[config.mk]
export PLATFORM = sky130hd
export DESIGN_NAME = accel_sample_sequencer
export DESIGN_NICKNAME = d
export VERILOG_FILES = /design/src/rtl/accel_sample_sequencer.sv
export SDC_FILE = /design/constraint.sdc
export NUM_CORES = 1
export LEC_CHECK = 0
export BUFFER_PORTS_ARGS = -buffer_cell sky130_fd_sc_hd__buf_2
export CAP_MARGIN = 20
export CORE_ASPECT_RATIO = 0.75
export CORE_MARGIN = 2
export CORE_UTILIZATION = 45
export DETAILED_ROUTE_END_ITERATION = 6
export PLACE_DENSITY = 0.75
export SYNTH_ARGS = -nofsm -noshare
export SYNTH_HDL_FRONTEND = slang
export SYNTH_SLANG_ARGS = --single-unit
[constraint.sdc]
create_clock -name clk -period 3.3 [get_ports clk]
set_input_delay 0.165 -clock clk [delete_from_list [all_inputs] [get_ports clk]]
set_output_delay 0.165 -clock clk [all_outputs]
set_load 0.03 [all_outputs]
[src/rtl/accel_sample_sequencer.sv]
`default_nettype none
// ============================================================================
// Module   : accel_sample_sequencer
// Purpose  : Owns the accelerometer SPI frame engine. After reset it writes a
//            fixed three-register configuration, then on every sample tick
//            reads the six axis data registers and publishes X/Y/Z together.
//            A watchdog abandons stuck frames and restarts configuration.
// Ports    : clk, reset_n (async, active low)
//            hold                    - freeze: no new sample bursts start
//            xfer_req/cmd/wdata      - frame request to SPI engine
//            xfer_done/rdata         - frame completion and read byte
//            data_x/y/z, data_update - published sample and 1-cycle strobe
//            cfg_done, overrun, err_cnt - status
// Revision : 1.0 - initial release
// ============================================================================
module accel_sample_sequencer #(
  parameter int         SAMPLE_DIV      = 25000000,
  parameter int         TIMEOUT_CYC     = 4000000,
  parameter logic [7:0] CFG_BW_RATE     = 8'h0A,
  parameter logic [7:0] CFG_DATA_FORMAT = 8'h40,
  parameter logic [7:0] CFG_POWER_CTL   = 8'h08
) (
  input  logic        clk,
  input  logic        reset_n,
  input  logic        hold,
  output logic        xfer_req,
  output logic [7:0]  xfer_cmd,
  output logic [7:0]  xfer_wdata,
  input  logic        xfer_done,
  input  logic [7:0]  xfer_rdata,
  output logic [15:0] data_x,
  output logic [15:0] data_y,
  output logic [15:0] data_z,
  output logic        data_update,
  output logic        cfg_done,
  output logic        overrun,
  output logic [7:0]  err_cnt
);

  localparam int TICK_W = (SAMPLE_DIV > 1) ? $clog2(SAMPLE_DIV) : 1;
  localparam int WD_W   = (TIMEOUT_CYC > 1) ? $clog2(TIMEOUT_CYC) : 1;

  localparam logic [2:0] ST_CFG_ISSUE = 3'd0;
  localparam logic [2:0] ST_CFG_WAIT  = 3'd1;
  localparam logic [2:0] ST_IDLE      = 3'd2;
  localparam logic [2:0] ST_RD_ISSUE  = 3'd3;
  localparam logic [2:0] ST_RD_WAIT   = 3'd4;
  localparam logic [2:0] ST_PUBLISH   = 3'd5;
  localparam logic [2:0] ST_RECOVER   = 3'd6;

  logic [2:0]        state_q, state_d;
  logic [TICK_W-1:0] tick_cnt_q, tick_cnt_d;
  logic [WD_W-1:0]   wd_q, wd_d;
  logic [3:0]        rec_q, rec_d;
  logic [2:0]        idx_q, idx_d;
  logic              pending_q, pending_d;
  logic [5:0][7:0]   shadow_q, shadow_d;
  logic              xfer_req_q, xfer_req_d;
  logic [7:0]        xfer_cmd_q, xfer_cmd_d;
  logic [7:0]        xfer_wdata_q, xfer_wdata_d;
  logic [15:0]       data_x_q, data_x_d, data_y_q, data_y_d, data_z_q, data_z_d;
  logic              data_update_q, data_update_d;
  logic              cfg_done_q, cfg_done_d;
  logic              overrun_q, overrun_d;
  logic [7:0]        err_cnt_q, err_cnt_d;

  logic tick, in_wait, done_in_wait, timeout, start_burst;

  assign tick         = (tick_cnt_q == TICK_W'(SAMPLE_DIV - 1));
  assign in_wait      = (state_q == ST_CFG_WAIT) || (state_q == ST_RD_WAIT);
  assign done_in_wait = in_wait && xfer_done;
  // A done arriving in the limit cycle takes precedence over the timeout.
  assign timeout      = in_wait && !xfer_done && (wd_q == WD_W'(TIMEOUT_CYC - 1));
  assign start_burst  = (state_q == ST_IDLE) && pending_q && !hold;

  // State register
  always_ff @(posedge clk or negedge reset_n) begin
    if (!reset_n) state_q <= ST_CFG_ISSUE;
    else          state_q <= state_d;
  end

  // Next-state logic
  always_comb begin
    state_d = state_q;
    case (state_q)
      ST_CFG_ISSUE: state_d = ST_CFG_WAIT;
      ST_CFG_WAIT: begin
        if (xfer_done)    state_d = (idx_q == 3'd2) ? ST_IDLE : ST_CFG_ISSUE;
        else if (timeout) state_d = ST_RECOVER;
      end
      ST_IDLE:      if (start_burst) state_d = ST_RD_ISSUE;
      ST_RD_ISSUE:  state_d = ST_RD_WAIT;
      ST_RD_WAIT: begin
        if (xfer_done)    state_d = (idx_q == 3'd5) ? ST_PUBLISH : ST_RD_ISSUE;
        else if (timeout) state_d = ST_RECOVER;
      end
      ST_PUBLISH:   state_d = ST_IDLE;
      ST_RECOVER:   if (rec_q == 4'd15) state_d = ST_CFG_ISSUE;
      default:      state_d = ST_CFG_ISSUE;
    endcase
  end

  // Output and datapath logic
  always_comb begin
    tick_cnt_d    = tick ? '0 : tick_cnt_q + 1'b1;
    wd_d          = in_wait ? wd_q + 1'b1 : '0;
    rec_d         = (state_q == ST_RECOVER) ? rec_q + 4'd1 : 4'd0;
    idx_d         = idx_q;
    pending_d     = pending_q;
    overrun_d     = overrun_q;
    shadow_d      = shadow_q;
    xfer_req_d    = xfer_req_q;
    xfer_cmd_d    = xfer_cmd_q;
    xfer_wdata_d  = xfer_wdata_q;
    data_x_d      = data_x_q;
    data_y_d      = data_y_q;
    data_z_d      = data_z_q;
    data_update_d = 1'b0;
    cfg_done_d    = cfg_done_q;
    err_cnt_d     = err_cnt_q;

    if (start_burst) pending_d = 1'b0;
    // Only one tick is ever queued; a second one is flagged, not stored.
    if (tick) begin
      if (pending_q) overrun_d = 1'b1;
      pending_d = 1'b1;
    end

    case (state_q)
      ST_CFG_ISSUE: begin
        xfer_req_d = 1'b1;
        case (idx_q)
          3'd0:    begin xfer_cmd_d = 8'h2C; xfer_wdata_d = CFG_BW_RATE;     end
          3'd1:    begin xfer_cmd_d = 8'h31; xfer_wdata_d = CFG_DATA_FORMAT; end
          default: begin xfer_cmd_d = 8'h2D; xfer_wdata_d = CFG_POWER_CTL;   end
        endcase
      end
      ST_IDLE: if (start_burst) idx_d = 3'd0;
      ST_RD_ISSUE: begin
        xfer_req_d   = 1'b1;
        xfer_cmd_d   = 8'hB2 + {5'd0, idx_q};  // read bit | (0x32 + k)
        xfer_wdata_d = 8'h00;
      end
      default: ;
    endcase

    if (done_in_wait) begin
      xfer_req_d = 1'b0;
      if (state_q == ST_CFG_WAIT) begin
        if (idx_q == 3'd2) begin
          idx_d      = 3'd0;
          cfg_done_d = 1'b1;
        end else begin
          idx_d = idx_q + 3'd1;
        end
      end else begin
        shadow_d[idx_q] = xfer_rdata;
        if (idx_q == 3'd5) begin
          // Sample and strobe are registered on entry to PUBLISH so the
          // complete set becomes visible in the same cycle as data_update.
          data_x_d      = {shadow_q[1], shadow_q[0]};
          data_y_d      = {shadow_q[3], shadow_q[2]};
          data_z_d      = {xfer_rdata, shadow_q[4]};
          data_update_d = 1'b1;
          idx_d         = 3'd0;
        end else begin
          idx_d = idx_q + 3'd1;
        end
      end
    end else if (timeout) begin
      xfer_req_d = 1'b0;
      idx_d      = 3'd0;
      shadow_d   = '0;
      cfg_done_d = 1'b0;
      if (err_cnt_q != 8'hFF) err_cnt_d = err_cnt_q + 8'd1;
    end
  end

  // Datapath registers
  always_ff @(posedge clk or negedge reset_n) begin
    if (!reset_n) begin
      tick_cnt_q    <= '0;
      wd_q          <= '0;
      rec_q         <= 4'd0;
      idx_q         <= 3'd0;
      pending_q     <= 1'b0;
      overrun_q     <= 1'b0;
      shadow_q      <= '0;
      xfer_req_q    <= 1'b0;
      xfer_cmd_q    <= 8'h00;
      xfer_wdata_q  <= 8'h00;
      data_x_q      <= 16'h0000;
      data_y_q      <= 16'h0000;
      data_z_q      <= 16'h0000;
      data_update_q <= 1'b0;
      cfg_done_q    <= 1'b0;
      err_cnt_q     <= 8'h00;
    end else begin
      tick_cnt_q    <= tick_cnt_d;
      wd_q          <= wd_d;
      rec_q         <= rec_d;
      idx_q         <= idx_d;
      pending_q     <= pending_d;
      overrun_q     <= overrun_d;
      shadow_q      <= shadow_d;
      xfer_req_q    <= xfer_req_d;
      xfer_cmd_q    <= xfer_cmd_d;
      xfer_wdata_q  <= xfer_wdata_d;
      data_x_q      <= data_x_d;
      data_y_q      <= data_y_d;
      data_z_q      <= data_z_d;
      data_update_q <= data_update_d;
      cfg_done_q    <= cfg_done_d;
      err_cnt_q     <= err_cnt_d;
    end
  end

  assign xfer_req    = xfer_req_q;
  assign xfer_cmd    = xfer_cmd_q;
  assign xfer_wdata  = xfer_wdata_q;
  assign data_x      = data_x_q;
  assign data_y      = data_y_q;
  assign data_z      = data_z_q;
  assign data_update = data_update_q;
  assign cfg_done    = cfg_done_q;
  assign overrun     = overrun_q;
  assign err_cnt     = err_cnt_q;

endmodule
`default_nettype wire
==> impl_metrics.json <==
{
  "status": "finished clean",
  "die_width_um": 151,
  "reg2reg_to": "shadow_q[2]$_DFFE_PN0P_",
  "synth.cell_area_mm2": 0.00727,
  "hold_class": "in -> reg",
  "post_cts_buffers": 0,
  "wl_um": 15900,
  "ys.warnings.count": 0,
  "p_leak_uw": 0.00425,
  "ys_ff_latch": 168,
  "grt_pass1_vias": 4874,
  "core_area_mm2": 0.0159,
  "grt_max_degree": 91,
  "power_density_mw_per_mm2": 680,
  "synthFlopType": "dfrtp_1",
  "holdPathEnd": "state_q[0]$_DFFE_PN0P_",
  "use_met2": 0.287,
  "layout-drive-gt1-share": 0.254,
  "worstHoldPathCells": 4,
  "met3_usage": 0.0486,
  "initial_core_util": 0.457,
  "grt_pass1_wl_um": 25700,
  "antenna_found_initial": 0,
  "r2r-start": "state_q[0]$_DFFE_PN0P_",
  "finish.utilization": 0.533,
  "reg2regPathDepth": 6,
  "drtIter0Drc": 376,
  "rows": 40,
  "dr.pass1.iters": 5,
  "cts.repair.resized": 0,
  "rrSetupSlack_ps": 730,
  "endpoint_kind": "register",
  "h-tree-depth": 4,
  "clock-sinks": 168,
  "post-route-period-util": 0.780,
  "syn_avg_cell_area_um2": 11.9,
  "cts_buffers": 17,
  "crit_path_max_fanout": 17,
  "insertion_delay_ps": 430,
  "drv_slew": 0,
  "insertedDiodeCount": 0,
  "yosysSeqAreaShare": 0.578,
  "drv_cap": 0,
  "routedWlPerCell_um": 17.3,
  "cts_tree": "done",
  "critPathLaunchType": "register",
  "avgViaCountPerCell": 5.49,
  "yosys.area.top_type": "dfrtp_1",
  "gr-total-overflow": 0,
  "grt_usage": 0.194,
  "busiest_layer": "met2",
  "finalHoldViolations": 0,
  "rsz0062_at_grt": "no",
  "pin_count": 88,
  "crit_required_ps": 3610,
  "syn_inst": 613,
  "ys_top_cells_by_area": "dfrtp_1, mux2_2, a22o_1",
  "path_class": "reg -> reg",
  "use_met1": 0.282,
  "ant_nets": 0,
  "setup_viol": 0,
  "die_h_um": 114,
  "arrival_ps": 2880,
  "max_slew_margin": 0.396,
  "worst_ir_drop_vdd_mv": 0.398,
  "fin_skew_ps": 13.2,
  "worstMarginPinSlew_ps": 899,
  "synth_top_area_frac": 0.578,
  "hpwl_um": 11200,
  "clock.fmax_mhz": 388,
  "vias": 5040,
  "area_delta_synth_final_pct": 16.6,
  "cts_hold_buf": 1,
  "portBuffers": 81,
  "hold_start": "hold",
  "async_reset_ff_frac": 1.00,
  "drc": 0,
  "cts-root-buf": "clkbuf_16",
  "routabilityCongestion": 0.834,
  "cts.path.max_buffers": 2,
  "fin_nets": 715,
  "synth_edf_count": 0,
  "finalCriticalPeriod_ps": 2570,
  "clk_pin_slew_ps": 70,
  "dieArea_mm2": 0.0172,
  "ys_types": 61,
  "fin_setup_tns_ps": 0
}
[per-layer routing]
metal	routed length (um)	part of all wire
met3	1090	0.069
met1	7270	0.46
met5	0	0
met4	182	0.011
met2	7310	0.46
[where the power goes]
group          leakage (uW)  internal (uW)  switching [uW]  total, uW
combinational       0.00168            451             712       1160
sequential          0.00229           2350             298       2650
clock              0.000280           1100             850       1950
total               0.00425           3900            1860       5760
[per-stage QoR]
| step | setup WS, ps | cell area, um2 | instances | total power (uW) | hold slack, ps |
|---|---|---|---|---|---|
| 6_report | 725 | 8480 | 918 | 5760 | 84.0 |
| 5_1_grt | 452 | 8480 | 918 | 6050 | 87.3 |
| 4_1_cts | 744 | 8480 | 918 | 5800 | 59.6 |
| 3_5_place_dp | 747 | 7880 | 885 | 3830 | 282 |
| 3_3_place_gp | 820 | 7880 | 885 | 3780 | 263 |
| 2_1_floorplan | 1220 | 7290 | 618 | 3440 | -131 |
[worst max-delay path by stage]
stage	depth (start not counted)	slack [ps]	start	to
2_1_floorplan	6	1220	wd_q[0]$_DFF_PN0_	err_cnt[1]$_DFFE_PN0P_
5_1_grt	6	450	state_q[0]$_DFFE_PN0P_	shadow_q[34]$_DFFE_PN0P_
3_3_place_gp	6	820	state_q[0]$_DFFE_PN0P_	shadow_q[25]$_DFFE_PN0P_
6_report	6	730	state_q[0]$_DFFE_PN0P_	shadow_q[2]$_DFFE_PN0P_
4_1_cts	6	740	state_q[0]$_DFFE_PN0P_	shadow_q[2]$_DFFE_PN0P_
3_5_place_dp	6	750	state_q[0]$_DFFE_PN0P_	shadow_q[20]$_DFFE_PN0P_
[synthesized netlist by cell type (4+ instances only)]
cell type    n
a21oi_1      6
a22o_1      43
a22oi_1      4
and2_1       4
and3_1      14
buf_1       10
buf_4        8
clkbuf_1    12
dfrtp_1    168
ha_1         8
inv_1       14
mux2_2      48
nand2_1     35
nand3_1     26
nand4_1     13
nor2_1      54
nor2b_1      6
nor3_1       9
o21ai_0     19
o22ai_1      4
or3_1        5
xnor2_1     19
xor2_1      27
[logic make-up after synthesis]
group	count (synthesis)	share of synthesized area
buffers and inverters	46	0.0282
AND/OR/NAND/NOR	191	0.139
XOR/XNOR	46	0.0554
AO/OA/AOI/OAI	103	0.107
other	1	0.000516
flip-flops	168	0.578
multiplexers	50	0.0773
adder cells (fa/ha/maj)	8	0.0138
[sequential cells by signal (all words and copies together) (netlist names), 3 cells and up]
register	cells
data_z	16
rec_q	4
err_cnt	8
state_q	3
wd_q	22
tick_cnt_q	25
xfer_cmd	7
idx_q	3
xfer_wdata	3
data_y	16
shadow_q	40
data_x	16
[final cells by class]
| class | instances | area (um2) |
|---|---|---|
| fill | 1340 | 7440 |
| sequential | 168 | 4200 |
| multi-input combinational | 404 | 2880 |
| timing repair buffer | 90 | 494 |
| clock buffer | 20 | 457 |
| tap | 210 | 263 |
| clock inverter | 12 | 126 |
| inverter | 14 | 52.6 |
[critical path, cell delays in order (launching register included)]
cell,delay [ps]
dfrtp_1,640
nor2b_1,190
buf_4,170
o21ai_2,160
nor3_2,650
o22ai_1,370
a22o_1,280
[layout by cell type (no fill, tap or decap), types with 5 or more instances in the layout]
cell	instances
nand4_1	13
inv_1	14
xor2_1	27
and3_1	14
ha_1	8
conb_1	6
buf_2	80
dfrtp_1	168
clkbuf_16	17
nor2b_1	6
mux2_2	48
nor2_1	54
nand2_1	35
buf_4	7
nand3_1	26
o21ai_0	19
xnor2_1	19
a22o_1	43
nor3_1	9
or3_1	5
a21oi_1	6
No activity file was read; power rests on OpenSTA's default activity.
